### src/rtl/seq_pkg.sv
// rtl/seq_pkg.sv - FSM state encoding and default pattern constants for the sequence detector arbiter
package seq_pkg;

    typedef logic [1:0] state_t;

    localparam state_t S_IDLE  = 2'd0;
    localparam state_t S_LOAD  = 2'd1;
    localparam state_t S_SHIFT = 2'd2;
    localparam state_t S_DONE  = 2'd3;

    localparam int                   DEF_PAT_W   = 4;
    localparam logic [DEF_PAT_W-1:0] DEF_PATTERN = 4'b1001;

endpackage

### src/rtl/seq_det_core.sv
// rtl/seq_det_core.sv - bit-serial pattern detector: history shift register, bits_seen qualifier, hit output
module seq_det_core
    import seq_pkg::*;
#(
    parameter int               PAT_W   = DEF_PAT_W,
    parameter logic [PAT_W-1:0] PATTERN = DEF_PATTERN
) (
    input  logic clk,
    input  logic reset,
    input  logic clear,
    input  logic en,
    input  logic din,
    output logic hit
);

    localparam int SEEN_W = $clog2(PAT_W);

    logic [PAT_W-2:0]  hist;
    logic [SEEN_W-1:0] bits_seen;
    logic [PAT_W-1:0]  window;

    assign window = {hist, din};

    always_ff @(posedge clk or posedge reset) begin
        if (reset) begin
            hist      <= '0;
            bits_seen <= '0;
        end else if (clear) begin
            hist      <= '0;
            bits_seen <= '0;
        end else if (en) begin
            hist <= window[PAT_W-2:0];
            // Saturates once the window is full so the qualifier stays true
            if (bits_seen != SEEN_W'(PAT_W-1))
                bits_seen <= bits_seen + SEEN_W'(1);
        end
    end

    assign hit = en && (window == PATTERN) && (bits_seen == SEEN_W'(PAT_W-1));

endmodule

### src/rtl/seq_det_arbiter.sv
// rtl/seq_det_arbiter.sv - round-robin arbiter feeding frames MSB-first into a shared pattern detector
// Optional: SEQ_EARLY_ABORT_EN ends the scan on the edge after the first qualified hit.
module seq_det_arbiter
    import seq_pkg::*;
#(
    parameter int               NREQ    = 4,
    parameter int               FRAME_W = 16,
    parameter int               PAT_W   = DEF_PAT_W,
    parameter logic [PAT_W-1:0] PATTERN = DEF_PATTERN,
    localparam int              CNT_W   = $clog2(FRAME_W+1)
) (
    input  logic                    clk,
    input  logic                    reset,
    input  logic [NREQ-1:0]         req,
    input  logic [NREQ*FRAME_W-1:0] frame,
    output logic [NREQ-1:0]         gnt,
    output logic                    busy,
    output logic                    ser_bit,
    output logic                    hit,
    output logic [NREQ-1:0]         done,
    output logic [CNT_W-1:0]        match_cnt
);

    localparam int IDX_W = (NREQ > 1) ? $clog2(NREQ) : 1;
    localparam int BIT_W = (FRAME_W > 1) ? $clog2(FRAME_W) : 1;

    state_t             state, state_nxt;
    logic [NREQ-1:0]    gnt_r;
    logic [IDX_W-1:0]   idx, rr_ptr, pick_idx;
    logic               pick_found;
    int                 cand;
    logic [FRAME_W-1:0] shreg;
    logic [BIT_W-1:0]   bit_cnt;
    logic [CNT_W-1:0]   count;
    logic               last_bit;
    logic               core_hit;

    assign last_bit = (bit_cnt == BIT_W'(FRAME_W-1));

    // First requester strictly after the rr pointer, wrapping around
    always_comb begin
        pick_idx   = '0;
        pick_found = 1'b0;
        cand       = 0;
        for (int k = 1; k <= NREQ; k++) begin
            cand = (int'(rr_ptr) + k) % NREQ;
            if (!pick_found && req[IDX_W'(cand)]) begin
                pick_found = 1'b1;
                pick_idx   = IDX_W'(cand);
            end
        end
    end

    always_ff @(posedge clk or posedge reset) begin
        if (reset)
            state <= S_IDLE;
        else
            state <= state_nxt;
    end

    always_comb begin
        state_nxt = state;
        case (state)
            S_IDLE:  if (pick_found) state_nxt = S_LOAD;
            S_LOAD:  state_nxt = S_SHIFT;
            S_SHIFT: begin
`ifdef SEQ_EARLY_ABORT_EN
                if (last_bit || core_hit) state_nxt = S_DONE;
`else
                if (last_bit) state_nxt = S_DONE;
`endif
            end
            S_DONE:  state_nxt = S_IDLE;
            default: state_nxt = S_IDLE;
        endcase
    end

    always_ff @(posedge clk or posedge reset) begin
        if (reset) begin
            gnt_r     <= '0;
            idx       <= '0;
            rr_ptr    <= IDX_W'(NREQ-1);
            shreg     <= '0;
            bit_cnt   <= '0;
            count     <= '0;
            match_cnt <= '0;
        end else begin
            case (state)
                S_IDLE: begin
                    if (pick_found) begin
                        idx   <= pick_idx;
                        gnt_r <= NREQ'(1) << pick_idx;
                    end
                end
                S_LOAD: begin
                    shreg   <= frame[int'(idx)*FRAME_W +: FRAME_W];
                    bit_cnt <= '0;
                    count   <= '0;
                end
                S_SHIFT: begin
                    shreg   <= shreg << 1;
                    bit_cnt <= bit_cnt + BIT_W'(1);
                    count   <= count + CNT_W'(core_hit);
                    // Result includes the final bit so it is valid alongside done
                    if (state_nxt == S_DONE)
                        match_cnt <= count + CNT_W'(core_hit);
                end
                S_DONE: begin
                    rr_ptr <= idx;
                    gnt_r  <= '0;
                end
                default: ;
            endcase
        end
    end

    always_comb begin
        busy    = (state != S_IDLE);
        ser_bit = 1'b0;
        done    = '0;
        case (state)
            S_SHIFT: ser_bit = shreg[FRAME_W-1];
            S_DONE:  done    = gnt_r;
            default: ;
        endcase
    end

    assign gnt = gnt_r;
    assign hit = core_hit;

    seq_det_core #(
        .PAT_W   (PAT_W),
        .PATTERN (PATTERN)
    ) u_core (
        .clk   (clk),
        .reset (reset),
        .clear (state == S_LOAD),
        .en    (state == S_SHIFT),
        .din   (ser_bit),
        .hit   (core_hit)
    );

endmodule

### config.mk
export PLATFORM = sky130hd
export DESIGN_NAME = seq_det_arbiter
export DESIGN_NICKNAME = d
export VERILOG_FILES = /design/src/rtl/seq_pkg.sv /design/src/rtl/seq_det_core.sv /design/src/rtl/seq_det_arbiter.sv
export SDC_FILE = /design/constraint.sdc
export NUM_CORES = 1
export LEC_CHECK = 0
export ABC_AREA = 0
export BUFFER_PORTS_ARGS = -buffer_cell sky130_fd_sc_hd__buf_2
export CAP_MARGIN = 5
export CORE_ASPECT_RATIO = 1.5
export CORE_MARGIN = 1
export CORE_UTILIZATION = 46
export DETAILED_ROUTE_END_ITERATION = 10
export PLACE_DENSITY = 0.88
export REMOVE_ABC_BUFFERS = 1
export SLEW_MARGIN = 20
export SYNTH_ARGS = -nofsm -noshare
export SYNTH_HDL_FRONTEND = slang
export SYNTH_SLANG_ARGS = --single-unit
export TNS_END_PERCENT = 50
### constraint.sdc
create_clock -name clk -period 2.1 [get_ports clk]
set_clock_uncertainty 0.15 [all_clocks]
set_input_delay 0.63 -clock clk [delete_from_list [all_inputs] [get_ports clk]]
set_output_delay 0.63 -clock clk [all_outputs]
set_load 0.05 [all_outputs]
==> metrics.txt, run 1 <==
final cell count without fillers 405; setup TNS -0.743 ns; Die Span X between 60 and 70 um; clock slew at the register clock pins of the worst setup and hold paths 0.08 ns; setup repair after global routing missed its margin true; area overhead of the layout relative to synthesis 31.7%; core outline area 5450 um2; library cell used as clock root buffer sky130_fd_sc_hd__clkbuf_8; Peak supply drop about 0.00064 V; grt total ovfl 0; count of routing violations after the opening detailed-route iteration 92; number of register bits inferred by synthesis 45; top layer reached by signal wires met4; final cycle utilization of the critical path 108%; post-synthesis instance area 2580 um2; worst reg2reg startpoint state[0]; Post-Route Hold Slack 0.138 ns; Power Density 1440 nW/um2; count of buffers inserted at the top-level ports 85; first-pass detailed-route iteration total 4; worst-case reg-to-reg path depth 11; R2R Path End match_cnt[4]; first-pass GRT wire length 9.65 mm; Critical Path RT 1.32 ns; initial antenna violation count 0; final critical-path setup slack -0.178 ns; class of the tightest hold or removal check input port to async pin; count of distinct cell types in the synthesized netlist 39; largest fanout of any net on the critical path 2; share of layout cells above drive strength 1 between 40% and 50%; mean area per synthesized cell ~11 um2; via/cell ratio between 5 and 6; Crit. End Element output port; CTS Buffer Depth 2; Total Wirelength 5.80 mm; Inst Count DP 394; worst setup path category register to output port; post-detailed-route wirelength per cell approximately 14 um; number of failing setup endpoints in the final timing report 7; clk_lat worst skew 0.30 ns; outcome finished, violations left; routed wire length on met3 roughly 210 um; count of final max-slew check failures 0; detailed-route wire length on metal 1 2.07 mm; full die area between 5000 and 6000 um2; worst slew margin relative to its limit 50.7%; row count 33; failing checks setup timing; total design power 4.90 mW; largest net degree at the start of global routing 35; Tmin final approximately 2.3 ns; # fillers 457; Vert. Die Dim 93.7 um; CTS tree built; part of the Yosys area used for sequential elements 43.7%; number of top-level pins 86; reg2reg setup slack 0.03 ns; routed vias 2222; max-capacitance violation count 0; antenna diode count 0; total clock sinks 45; transition time at the pin with the least slew margin 0.739 ns; CTS buffer count 5; sort of element at the start of the critical path register; Clock H-tree levels 2; most common cell after layout, fill and taps aside sky130_fd_sc_hd__buf_2; endpoints failing hold 0; count of mapped cells out of synthesis 240; initial core utilization 47.3%; DRC Markers 0; number of nets with antenna violations after detailed routing 0; max frequency 0.439 GHz; number of hold buffers added after CTS 0; HPWL reported at the end of detailed placement roughly 4.3 mm; Final Wtd Congestion about 0.81; number of global-route vias before repair 2232; Data arrival, critical path 1.50 ns; DR WL met2 ~3.3 mm; GRT Util Overall 21.2%; leak pwr 1.63 nW; layout net count 413; Synth warnings 0; commonest cells after routing, fill and taps aside 78 x sky130_fd_sc_hd__buf_2, 43 x sky130_fd_sc_hd__dfrtp_1, 40 x sky130_fd_sc_hd__nand2_1, 21 x sky130_fd_sc_hd__nor2_1, 18 x sky130_fd_sc_hd__buf_4
[report_power, final]
group          total [mW]  switching [mW]  internal [mW]
combinational        2.73            1.51           1.22
clock               0.670           0.282          0.388
sequential           1.50           0.279           1.22
total                4.90            2.07           2.82
[state kept, by name, summed over array words and instances, names as in the netlist]
register	flops
rr_ptr	2
u_core.hist	3
match_cnt	5
bit_cnt	4
u_core.bits_seen	2
gnt	4
count	5
idx	2
state	2
shreg	16
[final cells by class]
cell class | instances | area, um2 | share of cell area (%)
Multi-Input combinational cell | 173 | 1440 | 42.4
Sequential cell | 45 | 1130 | 33.2
Timing Repair Buffer | 100 | 587 | 17.3
Tap cell | 70 | 87.6 | 2.58
Clock buffer | 7 | 86.3 | 2.54
Inverter | 9 | 38.8 | 1.14
Clock inverter | 1 | 30.0 | 0.884
[Yosys cell counts, drive strengths merged]
master,count,share of area (%)
dfrtp,43,42
nand2,41,6.0
nor2,21,3.1
a31oi,16,3.9
mux4,16,14
o21ai,15,2.9
ha,9,4.4
inv,9,1.3
buf,8,1.8
a22o,6,2.0
and2,6,1.5
mux2,6,3.1
nand3,6,1.2
clkbuf,5,0.73
nand2b,5,1.2
o2bb2ai,4,1.4
mux2i,3,1.2
xor2,3,1.0
a21o,2,0.58
dfstp,2,2.0
nor3,2,0.39
a21bo,1,0.39
a21oi,1,0.34
a22oi,1,0.29
a311o,1,0.78
a311oi,1,0.34
a31o,1,0.34
and3,1,0.24
nand3b,1,0.29
nor3b,1,0.48
nor4,1,0.82
or2,1,0.24
or4,1,0.29
[what timing repair did]
action                     4_1_cts  5_1_grt
gates resized for setup         24        8
pin swaps                        3        1
setup buffers                    2        1
setup endpoints to repair       12       15
[worst max-delay path, stage by stage, from the launching register on]
cell and delay, ns:
sky130_fd_sc_hd__dfrtp_1 0.39, sky130_fd_sc_hd__inv_2 0.08, sky130_fd_sc_hd__ha_4 0.13, sky130_fd_sc_hd__and2_4 0.16, sky130_fd_sc_hd__nand3_4 0.09, sky130_fd_sc_hd__nor3_4 0.16
sky130_fd_sc_hd__buf_6 0.18
[worst max path at each step]
stage,from,cells after the start,to
floorplan,state[0],10,match_cnt[4]
global placement,state[0],6,hit
detailed placement,state[0],10,match_cnt[4]
CTS,state[0],6,hit
global route,state[0],6,hit
finish,state[0],6,hit
[metal layers]
metal  track usage (%)  vias up
met5                 0        -
met4              10.7        0
met3              4.25       16
met2              39.4       67
met1              22.3     1087
li1                  -     1052
[cell families after synthesis]
| family | share of synthesized area (%) |
|---|---|
| simple gates | 15.6 |
| compound gates | 13.2 |
| flops | 43.7 |
| mux | 18.2 |
| buf+inv | 3.83 |
| fa+ha+maj | 4.36 |
| xor+xnor | 1.02 |
[metrics by stage]
stage / setup slack (ns) / util (%) / instance area (um2)
finish: -0.178 / 62.3 / 3400
global route: -0.261 / 62.3 / 3400
CTS: -0.199 / 61.6 / 3360
detailed placement: -0.0526 / 57.4 / 3130
global placement: -0.00997 / 57.4 / 3130
floorplan: -1.89 / - / 2510
Power figures use the tool's default switching activity.
==> run 2, diff against run 1 <==
SETUP_SLACK_MARGIN = 0.02   (was default)
==> run 2 against run 1 <==
- the flow still finishes with violations (setup timing)
- clock power is essentially flat
- combinational power is essentially flat
- global-route usage is essentially flat
- worst setup slack gained 0.0010 ns
- wire length shrank 0.53%
- critical endpoint unchanged
==> metrics.txt, run 2 (synthesis gave the netlist of run 1 again) <==
clk_lat worst skew 0.30 ns (about the same); GRT Util Overall 21.2% (-0.026 points); library cell used as clock root buffer sky130_fd_sc_hd__clkbuf_8; full die area 5920 um2 (unchanged); class of the tightest hold or removal check input port to async pin; Die Span X 63.2 um (unchanged); number of hold buffers added after CTS 0 (unchanged); max frequency 0.439 GHz (about the same); largest fanout of any net on the critical path 2 (unchanged); largest net degree at the start of global routing 35 (unchanged); first-pass GRT wire length 9.63 mm (-0.15%); registers with the highest flip-flop counts shreg (16), count (5), match_cnt (5); Power Density 1440 nW/um2 (-0.15%); HPWL reported at the end of detailed placement 4.31 mm (unchanged); Vert. Die Dim 93.7 um (unchanged); Final Wtd Congestion 0.811 (unchanged); DRC Markers 0 (unchanged); total clock sinks 45 (unchanged); failing checks setup timing; routed vias 2197 (-1.1%); leak pwr 1.63 nW (unchanged); final critical-path setup slack -0.177 ns (+0.00101 ns); sort of element at the start of the critical path register; total design power 4.89 mW (-0.15%); number of top-level pins 86 (unchanged); grt total ovfl 0 (unchanged); register ranked first by flip-flop count shreg; Largest register FFs 16 (unchanged); worst slew margin relative to its limit 53.6% (+2.9 points); Data arrival, critical path 1.50 ns (about the same); worst setup path category register to output port; first-pass detailed-route iteration total 4 (unchanged); CP cell instances inv_2, ha_4, and2_4, nand3_4, nor3_4, buf_6; number of global-route vias before repair 2230 (-0.090%); CTS tree built; post-detailed-route wirelength per cell 14.2 um (-0.53%); setup TNS -0.729 ns (+0.0142 ns); initial antenna violation count 0 (unchanged); outcome finished, violations left; final cell count without fillers 405 (unchanged); clock slew at the register clock pins of the worst setup and hold paths 0.08 ns (about the same); commonest cells after routing, fill and taps aside 78 x sky130_fd_sc_hd__buf_2, 43 x sky130_fd_sc_hd__dfrtp_1, 40 x sky130_fd_sc_hd__nand2_1, 21 x sky130_fd_sc_hd__nor2_1, 18 x sky130_fd_sc_hd__buf_4; row count 33 (unchanged); combined buffer and inverter count along the critical path 2 (unchanged); layout net count 413 (unchanged); count of buffers inserted at the top-level ports 85 (unchanged); Crit. End Element output port; via/cell ratio 5.42 (-1.1%); share of layout cells above drive strength 1 44.8% (unchanged); Post-Route Hold Slack 0.139 ns (+0.000459 ns); slowest CP cell sky130_fd_sc_hd__dfrtp_1; final cycle utilization of the critical path 108% (about the same); CTS Buffer Depth 2 (unchanged); setup repair after global routing missed its margin true; Largest delay share family, worst path simple AND/OR/NAND/NOR gates; Clock H-tree levels 2 (unchanged); max-capacitance violation count 0 (unchanged); number of failing setup endpoints in the final timing report 7 (unchanged); Critical Path RT 1.32 ns (about the same); Peak supply drop 0.000642 V (+0.52%); antenna diode count 0 (unchanged); core outline area 5450 um2 (unchanged); area overhead of the layout relative to synthesis 31.7% (unchanged); number of nets with antenna violations after detailed routing 0 (unchanged); endpoints failing hold 0 (unchanged); most common cell after layout, fill and taps aside sky130_fd_sc_hd__buf_2; Inst Count DP 394 (unchanged); count of final max-slew check failures 0 (unchanged); count of routing violations after the opening detailed-route iteration 81 (-12%); CTS buffer count 5 (unchanged); transition time at the pin with the least slew margin 0.696 ns (-0.0434 ns); Total Wirelength 5.77 mm (-0.53%); initial core utilization 47.3% (unchanged); crit-path max cell delay 0.39 ns (about the same); Tmin final 2.28 ns (-0.00101 ns)
run 2: cell counts in the layout (fill, tap and decap cells not counted):
No cell type changed its count.
run 2: repair_timing:
item | 4_1_cts | 5_1_grt
gates resized for setup | 24 | 8
setup endpoints to repair | 12 | 15
pin swaps | 3 | 1
gates cloned | 0 | 0
setup buffers | 2 | 1
run 2: path summary, 6_finish.rpt:
kind,cells after the start,slack [ns],startpoint,to
min in group clk,2,0.36,shreg[0],shreg[0]
setup / recovery,6,-0.18,state[0],hit
hold / removal,2,0.14,reset,u_core.bits_seen[1]
setup reg to reg,11,0.03,state[0],match_cnt[4]
hold reg to reg,2,0.36,shreg[0],shreg[0]
max in group asynchronous,3,1.11,reset,rr_ptr[1]
run 2: worst register-to-register path, cell delays in order, from the launching register on:
cell	delay, ns
sky130_fd_sc_hd__dfrtp_1	0.39
sky130_fd_sc_hd__inv_2	0.08
sky130_fd_sc_hd__ha_4	0.13
sky130_fd_sc_hd__and2_4	0.16
sky130_fd_sc_hd__nand3_4	0.09
sky130_fd_sc_hd__nor3_4	0.16
sky130_fd_sc_hd__buf_4	0.15
sky130_fd_sc_hd__ha_4	0.15
sky130_fd_sc_hd__ha_4	0.14
sky130_fd_sc_hd__nand3_1	0.11
sky130_fd_sc_hd__xor2_2	0.17
sky130_fd_sc_hd__mux2i_1	0.12
run 2: stage by stage:
| step | worst slack, ns | util [%] | area, um2 |
|---|---|---|---|
| detailed placement | -0.0526 | 57.4 | 3130 |
| global route | -0.261 | 62.3 | 3400 |
| finish | -0.177 | 62.3 | 3400 |
| CTS | -0.199 | 61.6 | 3360 |
| floorplan | -1.89 | - | 2510 |
| global placement | -0.00997 | 57.4 | 3130 |
run 2: power by group:
| part | switching, mW | leakage, nW | total, mW | internal, mW |
|---|---|---|---|---|
| logic | 1.51 | 1.01 | 2.73 | 1.22 |
| registers | 0.274 | 0.564 | 1.49 | 1.22 |
| clock network | 0.280 | 0.0585 | 0.667 | 0.388 |
| total | 2.07 | 1.63 | 4.89 | 2.82 |
run 2: cell type report:
class	count	area [um2]
Clock buffer	7	86.3
Clock inverter	1	30.0
Fill cell	457	2050
Inverter	9	38.8
Multi-Input combinational cell	173	1440
Sequential cell	45	1130
Tap cell	70	87.6
Timing Repair Buffer	100	587
run 2: metal layers:
layer / vias to the layer above / GRT usage (%) / part of all wire [%]
met5: - / 0 / 0
met3: 16 / 4.25 / 3.5
met1: 1065 / 22.2 / 36
li1: 1052 / - / -
met4: 0 / 10.7 / 2.9
met2: 64 / 39.4 / 57
==> run 3, diff against run 2 <==
TNS_END_PERCENT = default   (was 50)
==> run 3 against run 2 <==
- die area did not move
- cell count is the same
- the run still ends with setup timing left
- via count fell by 0.50%
- critical path type unchanged
- combinational power barely moved
- clock power is essentially flat
==> metrics.txt, run 3 (synthesis gave the netlist of run 1 again) <==
outcome finished, violations left; failing checks setup timing; Internal 2.83 mW (about the same); full die area 5920 um2 (unchanged); Vert. Die Dim 93.7 um (unchanged); routed wire length on met3 215 um (+5.4%); Total Wirelength 5.79 mm (+0.43%); class of the tightest hold or removal check input port to async pin; post-detailed-route wirelength per cell 14.3 um (+0.43%); leak pwr 1.63 nW (about the same); power dissipated by switching net loads 2.06 mW (-0.15%); CTS Buffer Depth 2 (unchanged); final cycle utilization of the critical path 109% (+0.79 points); Peak supply drop 0.000640 V (-0.24%); Net Sw Frac 42.2% (-0.059 points); number of hold buffers added after CTS 0 (unchanged); largest fanout of any net on the critical path 2 (unchanged); register ranked first by flip-flop count shreg; max frequency 0.436 GHz (-0.72%); clk_lat worst skew 0.30 ns (about the same); worst setup path category register to output port; total clock sinks 45 (unchanged); Reg area 1130 um2 (unchanged); layout net count 413 (unchanged); number of top-level pins 86 (unchanged); transition time at the pin with the least slew margin 0.749 ns (+0.0528 ns); initial core utilization 47.3% (unchanged); number of global-route vias before repair 2240 (+0.45%); antenna diode count 0 (unchanged); commonest cells after routing, fill and taps aside 78 x sky130_fd_sc_hd__buf_2, 43 x sky130_fd_sc_hd__dfrtp_1, 41 x sky130_fd_sc_hd__nand2_1, 21 x sky130_fd_sc_hd__nor2_1, 17 x sky130_fd_sc_hd__buf_4; top layer reached by signal wires met4; core outline area 5450 um2 (unchanged); routed vias 2186 (-0.50%); Power Density 1440 nW/um2 (-0.20%); area overhead of the layout relative to synthesis 31.9%; max-capacitance violation count 0 (unchanged); most common cell after layout, fill and taps aside sky130_fd_sc_hd__buf_2; row count 33 (unchanged); HPWL reported at the end of detailed placement 4.31 mm (unchanged); Largest register FFs 16 (unchanged); via/cell ratio 5.40 (-0.50%); Tmin final 2.29 ns (+0.0165 ns); total design power 4.89 mW (about the same); share of layout cells above drive strength 1 44.8% (unchanged); Inst Count DP 394 (unchanged); first-pass detailed-route iteration total 4 (unchanged); final core utilization 62.4% (+0.11 points); count of final max-slew check failures 0 (unchanged); Post-Route Hold Slack 0.140 ns (+0.00137 ns); CTS tree built; Data arrival, critical path 1.51 ns (about the same); sort of element at the start of the critical path register; final critical-path setup slack -0.193 ns (-0.0165 ns); clock slew at the register clock pins of the worst setup and hold paths 0.08 ns (about the same); Critical Path RT 1.32 ns (about the same); # fillers 457 (unchanged); setup repair after global routing missed its margin true; CTS buffer count 5 (unchanged); library cell used as clock root buffer sky130_fd_sc_hd__clkbuf_8; initial antenna violation count 0 (unchanged); endpoints failing hold 0 (unchanged); registers with the highest flip-flop counts shreg (16), count (5), match_cnt (5); clock network power share 13.6% (about the same); grt total ovfl 0 (unchanged); combined area of the multi-input logic cells 1440 um2 (+0.17%); worst slew margin relative to its limit 50.1% (-3.5 points); count of routing violations after the opening detailed-route iteration 102 (+26%); count of buffers inserted at the top-level ports 85 (unchanged); number of failing setup endpoints in the final timing report 6 (-1); Die Span X 63.2 um (unchanged); first-pass GRT wire length 9.67 mm (+0.35%); DRC Markers 0 (unchanged); Final Wtd Congestion 0.811 (unchanged); Combinational Power Share 55.8% (about the same); GRT Util Overall 21.3% (+0.11 points); final design instance area without fill 3400 um2 (+0.18%); sequential power share 30.6% (about the same); final cell count without fillers 405 (unchanged); largest net degree at the start of global routing 35 (unchanged); detailed-route wire length on metal 1 2.06 mm (-2.0%); DP Area 3130 um2 (unchanged); Clock H-tree levels 2 (unchanged); number of nets with antenna violations after detailed routing 0 (unchanged); Crit. End Element output port; DR WL met2 3.40 mm (+3.4%)
run 3: cell count changes in the layout (fill, tap and decap cells not counted):
cell                      delta
sky130_fd_sc_hd__buf_4       -1
sky130_fd_sc_hd__buf_6       +1
sky130_fd_sc_hd__nand2_1     +1
sky130_fd_sc_hd__nand2_2     -1
sky130_fd_sc_hd__nand3_1     -1
sky130_fd_sc_hd__nand3_2     +1
run 3: final cells by class:
class / count / share of cell area (%)
timing repair buffer: 100 / 17.4
clock buffer: 7 / 2.54
multi-input combinational: 173 / 42.4
tap: 70 / 2.57
inverter: 9 / 1.14
clock inverter: 1 / 0.882
sequential: 45 / 33.2
run 3: layer usage:
| layer | vias up | GRT usage (%) |
|---|---|---|
| met3 | 10 | 4.37 |
| met1 | 1054 | 21.9 |
| met5 | - | 0 |
| met2 | 67 | 39.8 |
| li1 | 1055 | - |
| met4 | 0 | 11.0 |
run 3: final timing paths:
path,cells after the start,endpoint,slack [ns],from
min,2,u_core.bits_seen[1],0.14,reset
max,6,hit,-0.19,state[0]
max in group asynchronous,3,rr_ptr[1],1.11,reset
max reg2reg,11,count[4],0.02,state[0]
min in group clk,2,shreg[0],0.36,shreg[0]
min reg2reg,2,shreg[0],0.36,shreg[0]
run 3: repair_timing:
| action | in CTS | in global routing |
|---|---|---|
| pin swaps | 5 | 3 |
| resized for setup | 28 | 6 |
| endpoints found under the setup margin | 12 | 16 |
| buffers inserted | 4 | 1 |
run 3: power by group through the flow:
stage	Clock, mW	Combinational [mW]	Sequential, mW
after CTS	0.683	2.70	1.48
after detailed placement	0	2.55	1.49
final	0.667	2.73	1.50
after global routing	0.722	3.02	1.54
after global placement	0	2.45	1.47
after floorplan	0	1.70	1.61
run 3: worst max-delay path, stage by stage (launching register included):
cell and delay (ns):
sky130_fd_sc_hd__dfrtp_1 0.40, sky130_fd_sc_hd__inv_2 0.09, sky130_fd_sc_hd__ha_4 0.13, sky130_fd_sc_hd__and2_4 0.16, sky130_fd_sc_hd__nand3_4 0.09, sky130_fd_sc_hd__nor3_4 0.16
sky130_fd_sc_hd__buf_6 0.18
run 3: per-stage QoR:
stage               TNS [ns]  setup WS [ns]
finish                -0.844         -0.193
floorplan             -20.39          -1.89
detailed placement    -0.128        -0.0526
global route           -1.41         -0.263
CTS                   -0.752         -0.193
global placement    -0.00997       -0.00997
